===== config.mk =====
export PLATFORM = sky130hd
export DESIGN_NAME = bound_window_reducer
export DESIGN_NICKNAME = d
export VERILOG_FILES = /design/src/rtl/bound_reducer_pkg.sv /design/src/rtl/bound_lane_tree.sv /design/src/rtl/bound_window_reducer.sv
export SDC_FILE = /design/constraint.sdc
export NUM_CORES = 1
export LEC_CHECK = 0
export CORE_MARGIN = 8
export CORE_UTILIZATION = 55
export DETAILED_ROUTE_END_ITERATION = 7
export PLACE_DENSITY = 0.89
export RECOVER_POWER = 50
export SETUP_SLACK_MARGIN = 0.05
export SYNTH_ARGS = -nofsm -noshare
export SYNTH_HDL_FRONTEND = slang
export SYNTH_SLANG_ARGS = --single-unit
export TNS_END_PERCENT = 20

===== constraint.sdc =====
create_clock -name clk -period 6.6 [get_ports clk]
set_input_delay 0.66 -clock clk [delete_from_list [all_inputs] [get_ports clk]]
set_output_delay 0.66 -clock clk [all_outputs]
set_load 0.01 [all_outputs]

===== src/rtl/bound_reducer_pkg.sv =====
// Shared definitions for the bound window reducer: candidate kind encodings,
// the frame FSM state type and width-generic signed range helpers.
package bound_reducer_pkg;

  // Kind bit of a candidate lane.
  localparam logic KIND_UPPER = 1'b0;  // min-reduced into the upper bound
  localparam logic KIND_LOWER = 1'b1;  // max-reduced into the lower bound

  // Frame FSM: collect beats, then hold the window until it is consumed.
  typedef enum logic {
    ACCUM = 1'b0,
    HOLD  = 1'b1
  } state_t;

  // Most negative two's-complement value representable in 'width' bits.
  function automatic longint signed_min(input int width);
    return -(longint'(1) <<< (width - 1));
  endfunction

  // Most positive two's-complement value representable in 'width' bits.
  function automatic longint signed_max(input int width);
    return (longint'(1) <<< (width - 1)) - longint'(1);
  endfunction

endpackage : bound_reducer_pkg


===== src/rtl/bound_lane_tree.sv =====
// Combinational per-beat reduction: signed maximum of the active lower-bound
// lanes and signed minimum of the active upper-bound lanes, each with a hit bit.
// Lanes are folded pairwise level by level; an unpaired lane passes through.
module bound_lane_tree
  import bound_reducer_pkg::*;
#(
  parameter int NUMBER_SIZE = 4,
  parameter int LANES       = 4
) (
  input  logic [LANES*NUMBER_SIZE-1:0]   in_values,
  input  logic [LANES-1:0]               in_activation,
  input  logic [LANES-1:0]               in_kind,
  output logic signed [NUMBER_SIZE-1:0]  beat_max,
  output logic                           max_hit,
  output logic signed [NUMBER_SIZE-1:0]  beat_min,
  output logic                           min_hit
);

  localparam int LEVELS = $clog2(LANES);

  // One spare slot so the pair index 2*j+1 stays in range for odd lane counts.
  logic signed [NUMBER_SIZE-1:0] w_max_val [LANES+1];
  logic                          w_max_hit [LANES+1];
  logic signed [NUMBER_SIZE-1:0] w_min_val [LANES+1];
  logic                          w_min_hit [LANES+1];
  logic signed [NUMBER_SIZE-1:0] w_max_pick;
  logic signed [NUMBER_SIZE-1:0] w_min_pick;
  int                            w_count;

  // Gate lanes by activation/kind, then fold the node arrays in place.
  always_comb begin
    // NOTE: every variable gets a value before any branch so no latch is inferred.
    w_max_pick = '0;
    w_min_pick = '0;
    w_count    = LANES;
    for (int i = 0; i <= LANES; i++) begin
      w_max_val[i] = '0;
      w_max_hit[i] = 1'b0;
      w_min_val[i] = '0;
      w_min_hit[i] = 1'b0;
    end
    for (int i = 0; i < LANES; i++) begin
      w_max_val[i] = in_values[i*NUMBER_SIZE +: NUMBER_SIZE];
      w_min_val[i] = in_values[i*NUMBER_SIZE +: NUMBER_SIZE];
      w_max_hit[i] = in_activation[i] && (in_kind[i] == KIND_LOWER);
      w_min_hit[i] = in_activation[i] && (in_kind[i] == KIND_UPPER);
    end
    for (int lvl = 0; lvl < LEVELS; lvl++) begin
      // Node j only reads nodes 2j and 2j+1, which are never already overwritten.
      for (int j = 0; j < (LANES + 1) / 2; j++) begin
        if (2*j + 1 < w_count) begin
          if (w_max_hit[2*j] && w_max_hit[2*j+1])
            w_max_pick = (w_max_val[2*j+1] > w_max_val[2*j]) ? w_max_val[2*j+1] : w_max_val[2*j];
          else if (w_max_hit[2*j+1])
            w_max_pick = w_max_val[2*j+1];
          else
            w_max_pick = w_max_val[2*j];
          if (w_min_hit[2*j] && w_min_hit[2*j+1])
            w_min_pick = (w_min_val[2*j+1] < w_min_val[2*j]) ? w_min_val[2*j+1] : w_min_val[2*j];
          else if (w_min_hit[2*j+1])
            w_min_pick = w_min_val[2*j+1];
          else
            w_min_pick = w_min_val[2*j];
          w_max_hit[j] = w_max_hit[2*j] || w_max_hit[2*j+1];
          w_min_hit[j] = w_min_hit[2*j] || w_min_hit[2*j+1];
          w_max_val[j] = w_max_pick;
          w_min_val[j] = w_min_pick;
        end else if (2*j < w_count) begin
          // Unpaired last node moves down a level unchanged.
          w_max_val[j] = w_max_val[2*j];
          w_max_hit[j] = w_max_hit[2*j];
          w_min_val[j] = w_min_val[2*j];
          w_min_hit[j] = w_min_hit[2*j];
        end
      end
      w_count = (w_count + 1) / 2;
    end
  end

  assign beat_max = w_max_val[0];
  assign max_hit  = w_max_hit[0];
  assign beat_min = w_min_val[0];
  assign min_hit  = w_min_hit[0];

endmodule : bound_lane_tree


===== src/rtl/bound_window_reducer.sv =====
// Streaming reducer folding a frame of signed candidates into one feasible
// window [lower_bound, upper_bound] with per-side validity and an
// infeasibility flag, delivered through a valid/ready handshake.
module bound_window_reducer
  import bound_reducer_pkg::*;
#(
  parameter int NUMBER_SIZE = 4,
  parameter int LANES       = 4
) (
  input  logic                           clk,
  input  logic                           reset,
  input  logic                           in_valid,
  output logic                           in_ready,
  input  logic                           in_last,
  input  logic [LANES*NUMBER_SIZE-1:0]   in_values,
  input  logic [LANES-1:0]               in_activation,
  input  logic [LANES-1:0]               in_kind,
  output logic                           out_valid,
  input  logic                           out_ready,
  output logic signed [NUMBER_SIZE-1:0]  lower_bound,
  output logic                           lower_valid,
  output logic signed [NUMBER_SIZE-1:0]  upper_bound,
  output logic                           upper_valid,
  output logic                           infeasible
);

  localparam longint                        L_MIN       = signed_min(NUMBER_SIZE);
  localparam longint                        L_MAX       = signed_max(NUMBER_SIZE);
  localparam logic signed [NUMBER_SIZE-1:0] C_LOWER_INIT = L_MIN[NUMBER_SIZE-1:0];
  localparam logic signed [NUMBER_SIZE-1:0] C_UPPER_INIT = L_MAX[NUMBER_SIZE-1:0];

  state_t                        r_state;
  state_t                        w_state_next;
  logic                          w_accept;
  logic                          w_accept_last;
  logic                          w_handshake;

  logic signed [NUMBER_SIZE-1:0] r_lower_acc;
  logic signed [NUMBER_SIZE-1:0] r_upper_acc;
  logic                          r_lower_seen;
  logic                          r_upper_seen;

  logic signed [NUMBER_SIZE-1:0] r_lower_bound;
  logic signed [NUMBER_SIZE-1:0] r_upper_bound;
  logic                          r_lower_valid;
  logic                          r_upper_valid;
  logic                          r_infeasible;

  logic signed [NUMBER_SIZE-1:0] w_beat_max;
  logic signed [NUMBER_SIZE-1:0] w_beat_min;
  logic                          w_max_hit;
  logic                          w_min_hit;
  logic signed [NUMBER_SIZE-1:0] w_lower_new;
  logic signed [NUMBER_SIZE-1:0] w_upper_new;
  logic                          w_lower_seen_new;
  logic                          w_upper_seen_new;

  bound_lane_tree #(
    .NUMBER_SIZE (NUMBER_SIZE),
    .LANES       (LANES)
  ) u_lane_tree (
    .in_values     (in_values),
    .in_activation (in_activation),
    .in_kind       (in_kind),
    .beat_max      (w_beat_max),
    .max_hit       (w_max_hit),
    .beat_min      (w_beat_min),
    .min_hit       (w_min_hit)
  );

  // State register.
  always_ff @(posedge clk or posedge reset) begin
    // NOTE: sequential state uses non-blocking assignments so every flop samples pre-edge values.
    if (reset) r_state <= ACCUM;
    else       r_state <= w_state_next;
  end

  // Next-state and handshake outputs.
  always_comb begin
    w_state_next = r_state;
    in_ready     = 1'b0;
    out_valid    = 1'b0;
    case (r_state)
      ACCUM: begin
        in_ready = !reset;
        if (in_valid && !reset && in_last) w_state_next = HOLD;
      end
      HOLD: begin
        out_valid = 1'b1;
        if (out_ready) w_state_next = ACCUM;
      end
      default: w_state_next = ACCUM;
    endcase
  end

  assign w_accept      = in_valid && in_ready;
  assign w_accept_last = w_accept && in_last;
  assign w_handshake   = out_valid && out_ready;

  // Fold the beat into the running bounds; ties keep the current value. The
  // init values are the identities of max/min, so no seen-gating is needed.
  assign w_lower_new      = (w_max_hit && (w_beat_max > r_lower_acc)) ? w_beat_max : r_lower_acc;
  assign w_upper_new      = (w_min_hit && (w_beat_min < r_upper_acc)) ? w_beat_min : r_upper_acc;
  assign w_lower_seen_new = r_lower_seen || w_max_hit;
  assign w_upper_seen_new = r_upper_seen || w_min_hit;

  // Frame accumulators: start from the identity values, restart after each handshake.
  always_ff @(posedge clk or posedge reset) begin
    if (reset) begin
      r_lower_acc  <= C_LOWER_INIT;
      r_upper_acc  <= C_UPPER_INIT;
      r_lower_seen <= 1'b0;
      r_upper_seen <= 1'b0;
    end else if (w_handshake) begin
      r_lower_acc  <= C_LOWER_INIT;
      r_upper_acc  <= C_UPPER_INIT;
      r_lower_seen <= 1'b0;
      r_upper_seen <= 1'b0;
    end else if (w_accept) begin
      r_lower_acc  <= w_lower_new;
      r_upper_acc  <= w_upper_new;
      r_lower_seen <= w_lower_seen_new;
      r_upper_seen <= w_upper_seen_new;
    end
  end

  // Result registers: capture the final window on the last beat, hold it in HOLD.
  always_ff @(posedge clk or posedge reset) begin
    if (reset) begin
      r_lower_bound <= C_LOWER_INIT;
      r_upper_bound <= C_UPPER_INIT;
      r_lower_valid <= 1'b0;
      r_upper_valid <= 1'b0;
      r_infeasible  <= 1'b0;
    end else if (w_accept_last) begin
      r_lower_bound <= w_lower_new;
      r_upper_bound <= w_upper_new;
      r_lower_valid <= w_lower_seen_new;
      r_upper_valid <= w_upper_seen_new;
      r_infeasible  <= w_lower_seen_new && w_upper_seen_new && (w_lower_new > w_upper_new);
    end
  end

  assign lower_bound = r_lower_bound;
  assign upper_bound = r_upper_bound;
  assign lower_valid = r_lower_valid;
  assign upper_valid = r_upper_valid;
  assign infeasible  = r_infeasible;

endmodule : bound_window_reducer


Yosys cells after proc, flatten, opt, wreduce, memory -nomap -nowiden
Index checks and enable logic that the tools add are counted.
Word-level totals
  bits of input ports: 29
  output and inout port bits: 13
  logic and storage cells: 90
  bits in registers: 22
Operators by class
  mux-type cells: 33
  magnitude comparators: 9
  bitwise gates (word level): 5
  reduce and logical (&&, ||, !) cells: 33
Operators by type and width (number)
  4-bit 2-to-1 mux: 24
  1-bit logical AND: 23
  4-bit > comparator: 5
  4-bit less-than comparator: 4
  1-bit logical OR: 8
  1-bit 2-to-1 mux: 8
  1-bit NOT: 5
  1-bit one-hot mux with 2 select lines: 1
  2-bit nonzero test: 1
  1-bit logical NOT: 1

Logic depth before layout (Yosys ltp)
  word-level depth: 12
  depth in mapped cells: 31
  mapped depth without buffers: 29

Hierarchy
Synthesis repeated with hierarchy kept, for this count alone.
Second synthesis, totals
  cells, all modules: 245
  area total of the unflattened synthesis: 2218.4 µm²
Modules (own cells, without submodules)
  bound_window_reducer: cells each 122, instances 1, area each 1268.7 µm²
  bound_lane_tree: cells each 123, instances 1, area each 949.7 µm²

Least setup slack after synthesis
OpenSTA, ideal clock, no wires.
  kind: input -> register
  start: in in_values[11]
  end: reg r_infeasible (netlist: infeasible)
  setup time: 0.095 ns
  stages: 29
  data arrival time: 5.651 ns
  path slack: 0.853 ns
  path through: inv_1 > ha_1 > buf_2 > a21oi_1 > a21oi_1 > o21ai_0 > mux2i_1 > inv_1 > ha_1 > a21oi_1 > o221ai_1 > or3_1 > o31a_1 > mux2_4 > clkinv_1 > ha_1 > nor2b_1 > nand3_1 > nand2b_1 > o311ai_1 > buf_2 > o211ai_1 > o21a_1 > ha_1 > nor2b_1 > o21ai_0 > a32oi_1 > a21oi_1 > o31ai_1
On the way
  word-level cells in the longest chain between the ends: 11
  elaborated cells on any way between the ends: 24
  those cells by class: order compare: 7; mux: 14; reduce/logical: 3
RTL lines
  start, declared: RTL line bound_window_reducer.sv:15  | input logic [LANES*NUMBER_SIZE-1:0] in_values,
  4-bit > comparator or 4-bit less-than comparator (tied branches): RTL line bound_lane_tree.sv:53, bound_lane_tree.sv:59
  4-bit 2-to-1 mux, on equally long branches: RTL line bound_lane_tree.sv:53, bound_lane_tree.sv:59
  4-bit 2-to-1 mux, on equally long branches: RTL line bound_lane_tree.sv:52, bound_lane_tree.sv:58
  4-bit > comparator or 4-bit less-than comparator (tied branches): RTL line bound_lane_tree.sv:53, bound_lane_tree.sv:59
  4-bit 2-to-1 mux, on equally long branches: RTL line bound_lane_tree.sv:53, bound_lane_tree.sv:59
  4-bit 2-to-1 mux, on equally long branches: RTL line bound_lane_tree.sv:52, bound_lane_tree.sv:58
  4-bit > comparator or 4-bit less-than comparator (tied branches): RTL line bound_window_reducer.sv:102, bound_window_reducer.sv:103
  1-bit logical AND, on equally long branches: RTL line bound_window_reducer.sv:102, bound_window_reducer.sv:103
  4-bit 2-to-1 mux, on equally long branches: RTL line bound_window_reducer.sv:102, bound_window_reducer.sv:103
  4-bit > comparator *: RTL line bound_window_reducer.sv:140  | r_infeasible <= w_lower_seen_new && w_upper_seen_new && (w_lower_new > w_upper_new);
  1-bit logical AND *: RTL line bound_window_reducer.sv:140
  end signal, assigned: RTL line bound_window_reducer.sv:140
  end, declared: RTL line bound_window_reducer.sv:47  | logic r_infeasible;
Every way passes the cells marked *; elsewhere a longest branch is shown, timed or not.
A chain may end at the register's enable or synchronous reset.

Worst setup path in the final report
  start: in in_values[3]
  end: reg r_infeasible (netlist: infeasible)
On the way
  word-level cells in the longest chain between the ends: 11
  elaborated cells on any way between the ends: 24
  those cells by class: order compare: 7; mux: 14; reduce/logical: 3
RTL lines
  4-bit > comparator: RTL line bound_lane_tree.sv:53  | w_max_pick = (w_max_val[2*j+1] > w_max_val[2*j]) ? w_max_val[2*j+1] : w_max_val[2*j];
  4-bit 2-to-1 mux: RTL line bound_lane_tree.sv:53
  4-bit 2-to-1 mux *: RTL line bound_lane_tree.sv:52  | if (w_max_hit[2*j] && w_max_hit[2*j+1])
  4-bit > comparator: RTL line bound_lane_tree.sv:53
  4-bit 2-to-1 mux: RTL line bound_lane_tree.sv:53
  4-bit 2-to-1 mux *: RTL line bound_lane_tree.sv:52
  4-bit > comparator: RTL line bound_window_reducer.sv:102  | assign w_lower_new = (w_max_hit && (w_beat_max > r_lower_acc)) ? w_beat_max : r_lower_acc;
  1-bit logical AND: RTL line bound_window_reducer.sv:102
  4-bit 2-to-1 mux *: RTL line bound_window_reducer.sv:102
  named net w_lower_new[1]: RTL line bound_window_reducer.sv:53  | logic signed [NUMBER_SIZE-1:0] w_lower_new;
  4-bit > comparator *: RTL line bound_window_reducer.sv:140
  1-bit logical AND *: RTL line bound_window_reducer.sv:140
Mark *: on every way through the listed nets, which the timed path passes. The rest lies on a longest branch.

==> results.md <==
- Maximum clock frequency: 0.159 GHz
- Top Ports: 42
- Via count: 2541
- # diodes: 0
- Via-per-instance ratio: 6.20
- Cell family contributing the most delay on the critical path: compound AO/OA/AOI/OAI gates
- Setup CP Type: in -> reg
- Reg2Reg Setup Slack: 3.59 ns
- Internal: 0.579 mW
- Hold Path End: lower_valid
- Power per standard cell area: 312 nW/um2
- Post-synthesis async set-or-reset flop share: 1.00
- Number of register bits inferred by synthesis: 22
- P_sw: between 0.3 and 0.4 mW
- Total Neg Setup Slack: 0 ns
- Max FO, Critical Path: 8
- Library cell contributing the largest single delay on the critical path: sky130_fd_sc_hd__clkdlybuf4s50_1
- Final worst path period need: 6.28 ns
- Number of iterations in the first detailed-routing pass: 8
- Number of unique standard cell types used by synthesis: 46
- Worst r2r src: r_lower_acc[1]
- Routed WL: 6720 um
- Instance count along the most critical hold path: 2
- Proportion of power drawn by flip-flops and latches: 0.242
- Die outline area: 6760 um2
- Worst IR drop on VDD: 0.000176 V
- 1st-iter DRT viols: 223
- Nature of the critical path startpoint: input pin
- CTS tree: done
- Number of buffers and inverters on the critical path: 7
- Area of the core: 4290 um2
- Post-synth design cell area: 2410 um2
- Arrival time of data at the critical path endpoint: 6.43 ns
- Required time of the worst setup path: 6.75 ns
- Largest stage delay on the critical path: 0.48 ns
- Min-Delay Path Class: reg -> reg
- Level count of the clock H-tree: 1
- Leakage power: 1.45 nW
- Final-report max-slew violation count: 0
- Switching fraction of total power: 0.404
- Worst Tran Pin Value: slightly above 0.8 ns
- Remaining max-slew budget at the tightest pin: 0.450
- Synthesized netlist net count: 357
- Post-DRT Antenna Nets: 0
- Yosys warns: 0
- Layout overhead on the synthesized area: 29.1%
- Relative contribution of the clock network to total power: 0.130
- Worst clock skew: 0.00634 ns
- Fraction of layout cells with a size suffix above 1: 0.165
- Per-instance average area after synthesis: 7.99 um2
- Status: complete, no violations
- Vias in the first global route: 2484
- Maximum Capacitance Violations: 0
- Xor/xnor share of the synthesized area: 0
- Starting density of the core: 0.562
- Global-route wire length before repair: between 10000 and 15000 um
- Number of rows created at floorplan: 24
- Primary flip-flop cell chosen by synthesis mapping: sky130_fd_sc_hd__dfrtp_1
- Library cell used as clock root buffer: sky130_fd_sc_hd__clkbuf_8
- Overall fraction of global-route tracks in use: 0.196
- Final critical-path share of the clock period: 0.951
- Non-Filler Instances: slightly above 400
- Synthesized instance count: 302
- Layout net count: between 400 and 500
- Combinational family with the most area after synthesis: compound AO/OA/AOI/OAI gates
- Number of buffers added on ports: slightly above 40
- Gp weighted congestion: 0.918
- Chip width: 82.2 um
- Maximum number of pins on one net before global-route repair: 23
- Clock sink count: 22
- Synthesized-area fraction occupied by ao, oa, aoi and oai cells: 0.235
- Part of the Yosys area used for sequential elements: 0.232
- Post-layout power: 0.972 mW
- Average wire per cell in the routed design: 16.4 um
- Count of flip-flops with a built-in enable after synthesis: 0
- Number of remaining DRC errors: 0
- Clock transition at the register clock pins on the worst setup and hold paths after CTS: 0.08 ns
- Final hold violation count: 0
- Cts bufs inserted: 3
- Cell count after placement: slightly below 400
- Largest buffer count on any clock path: 2
- Crit end category: register
- HPWL Detailed: ~5200 um
- Mux cell area share after synthesis: 0.131
- Adder and majority cell fraction of the synthesized area: 0.135
- Post-synthesis share of cell area spent on and, or, nand and nor gates: 0.208
- Logic depth of the worst register-to-register path: 15
- Antenna violations before repair: 0
- Final setup viols: 0
- Share of total power in combinational logic: 0.628
- Vertical die dimension: 82.2 um
- Leftover overflow at the end of global routing: 0
- Reg2Reg Capture Point: infeasible
- Clock latency on the worst-skew pair: 0.27 ns
- Hold path startpoint: lower_valid
## per-stage QoR
stage	hold WS, ns	area, um2	worst slack [ns]	utilization
after floorplan	0.450	2410	0.853	-
after global placement	0.459	2920	0.262	0.681
after detailed placement	0.462	2920	0.0613	0.681
after CTS	0.483	2990	0.238	0.697
after global routing	0.531	3120	-0.0435	0.726
final	0.478	3120	0.322	0.726
## logic make-up (layout without fill, tap and decap cells)
group           Yosys count  count (layout)
buf+inv                  37              93
flops                    22              22
compound gates           84              84
fa+ha+maj                26              26
mux                      30              30
simple gates            103             103
## metal layers
metal | part of all wire | up-vias | GRT usage | wire length, um
li1 | - | 1202 | - | -
met1 | 0.41 | 1200 | 0.237 | 2730
met2 | 0.51 | 111 | 0.348 | 3410
met3 | 0.058 | 28 | 0.0314 | 390
met4 | 0.028 | 0 | 0.0596 | 189
met5 | 0 | - | 0 | 0
## worst min-delay path, stage by stage (launching register included)
cell	delay (ns)
sky130_fd_sc_hd__dfrtp_1	0.35
sky130_fd_sc_hd__nand2_1	0.05
sky130_fd_sc_hd__nand2_1	0.06
## area by class of cell
| class | instances | area, um2 |
|---|---|---|
| multi-input combinational | 243 | 1760 |
| fill | 308 | 1180 |
| sequential | 22 | 561 |
| timing repair buffer | 58 | 538 |
| inverter | 31 | 116 |
| tap | 52 | 65.1 |
| clock buffer | 3 | 41.3 |
| clock inverter | 1 | 30.0 |
## sequential cells by signal (all words and copies together) (netlist names)
register and flops:
r_lower_seen 1, r_lower_acc 4, r_upper_acc 4, upper_valid 1, upper_bound 4, infeasible 1, lower_valid 1, r_state 1
lower_bound 4, r_upper_seen 1
## synthesized netlist by cell type, types with 2 or more instances
library cell / count / area, um2
sky130_fd_sc_hd__nand2_1: 34 / 128
sky130_fd_sc_hd__nor2_1: 23 / 86.3
sky130_fd_sc_hd__o21a_1: 7 / 52.6
sky130_fd_sc_hd__nand2b_1: 6 / 37.5
sky130_fd_sc_hd__and2_1: 3 / 18.8
sky130_fd_sc_hd__ha_1: 26 / 325
sky130_fd_sc_hd__o21ai_0: 16 / 80.1
sky130_fd_sc_hd__clkbuf_1: 2 / 7.51
sky130_fd_sc_hd__a32oi_1: 3 / 26.3
sky130_fd_sc_hd__a211oi_1: 6 / 45.0
sky130_fd_sc_hd__mux2_2: 8 / 90.1
sky130_fd_sc_hd__o31a_1: 6 / 52.6
sky130_fd_sc_hd__o221ai_1: 2 / 17.5
sky130_fd_sc_hd__buf_2: 3 / 15.0
sky130_fd_sc_hd__o31ai_1: 5 / 37.5
sky130_fd_sc_hd__o211ai_1: 4 / 30.0
sky130_fd_sc_hd__a21oi_1: 23 / 115
sky130_fd_sc_hd__or3_1: 3 / 18.8
sky130_fd_sc_hd__a21o_1: 3 / 22.5
sky130_fd_sc_hd__nor3_1: 3 / 15.0
sky130_fd_sc_hd__inv_1: 30 / 113
sky130_fd_sc_hd__dfstp_2: 8 / 210
sky130_fd_sc_hd__mux2i_1: 21 / 210
sky130_fd_sc_hd__nor2b_1: 13 / 81.3
sky130_fd_sc_hd__dfrtp_1: 14 / 350
sky130_fd_sc_hd__nand3_1: 10 / 50.1
## how the worst max path moves through the flow
stage	startpoint	endpoint	depth (start not counted)
floorplan	in_values[11]	infeasible	29
global placement	in_values[3]	infeasible	30
detailed placement	in_values[3]	infeasible	30
CTS	in_values[3]	infeasible	30
finish	in_values[3]	infeasible	32
global route	in_values[11]	infeasible	31
## repair_timing
item / 4_1_cts / 5_1_grt
resized for setup: 0 / 15
setup endpoints to repair: 0 / 1
hold buffers: 0 / 0
buffers inserted: 0 / 9
## power groups by stage
stage | registers [mW] | clock network (mW) | logic (mW)
2_1_floorplan | 0.248 | 0 | 0.366
3_3_place_gp | 0.235 | 0 | 0.542
3_5_place_dp | 0.239 | 0 | 0.565
4_1_cts | 0.236 | 0.129 | 0.582
5_1_grt | 0.243 | 0.133 | 0.680
6_report | 0.235 | 0.127 | 0.611
## layout by cell type, fill, tap and decap left out, drive strengths merged, types with 2 or more instances in the layout
| cell type | instances |
|---|---|
| and3 | 2 |
| dlygate4sd3 | 7 |
| or3 | 3 |
| nand2 | 34 |
| a21oi | 24 |
| o21a | 7 |
| nand3 | 10 |
| o211ai | 5 |
| o221ai | 2 |
| and2 | 3 |
| inv | 30 |
| o31a | 6 |
| nor2 | 23 |
| nor3 | 3 |
| nor2b | 13 |
| mux2i | 21 |
| o31ai | 5 |
| buf | 17 |
| dfstp | 8 |
| a211oi | 6 |
| mux2 | 9 |
| nand2b | 7 |
| a32oi | 3 |
| dfrtp | 14 |
| ha | 26 |
| a21o | 4 |
| clkdlybuf4s50 | 34 |
| o21ai | 17 |
| clkbuf | 3 |
(Power assumes the default switching activity.)
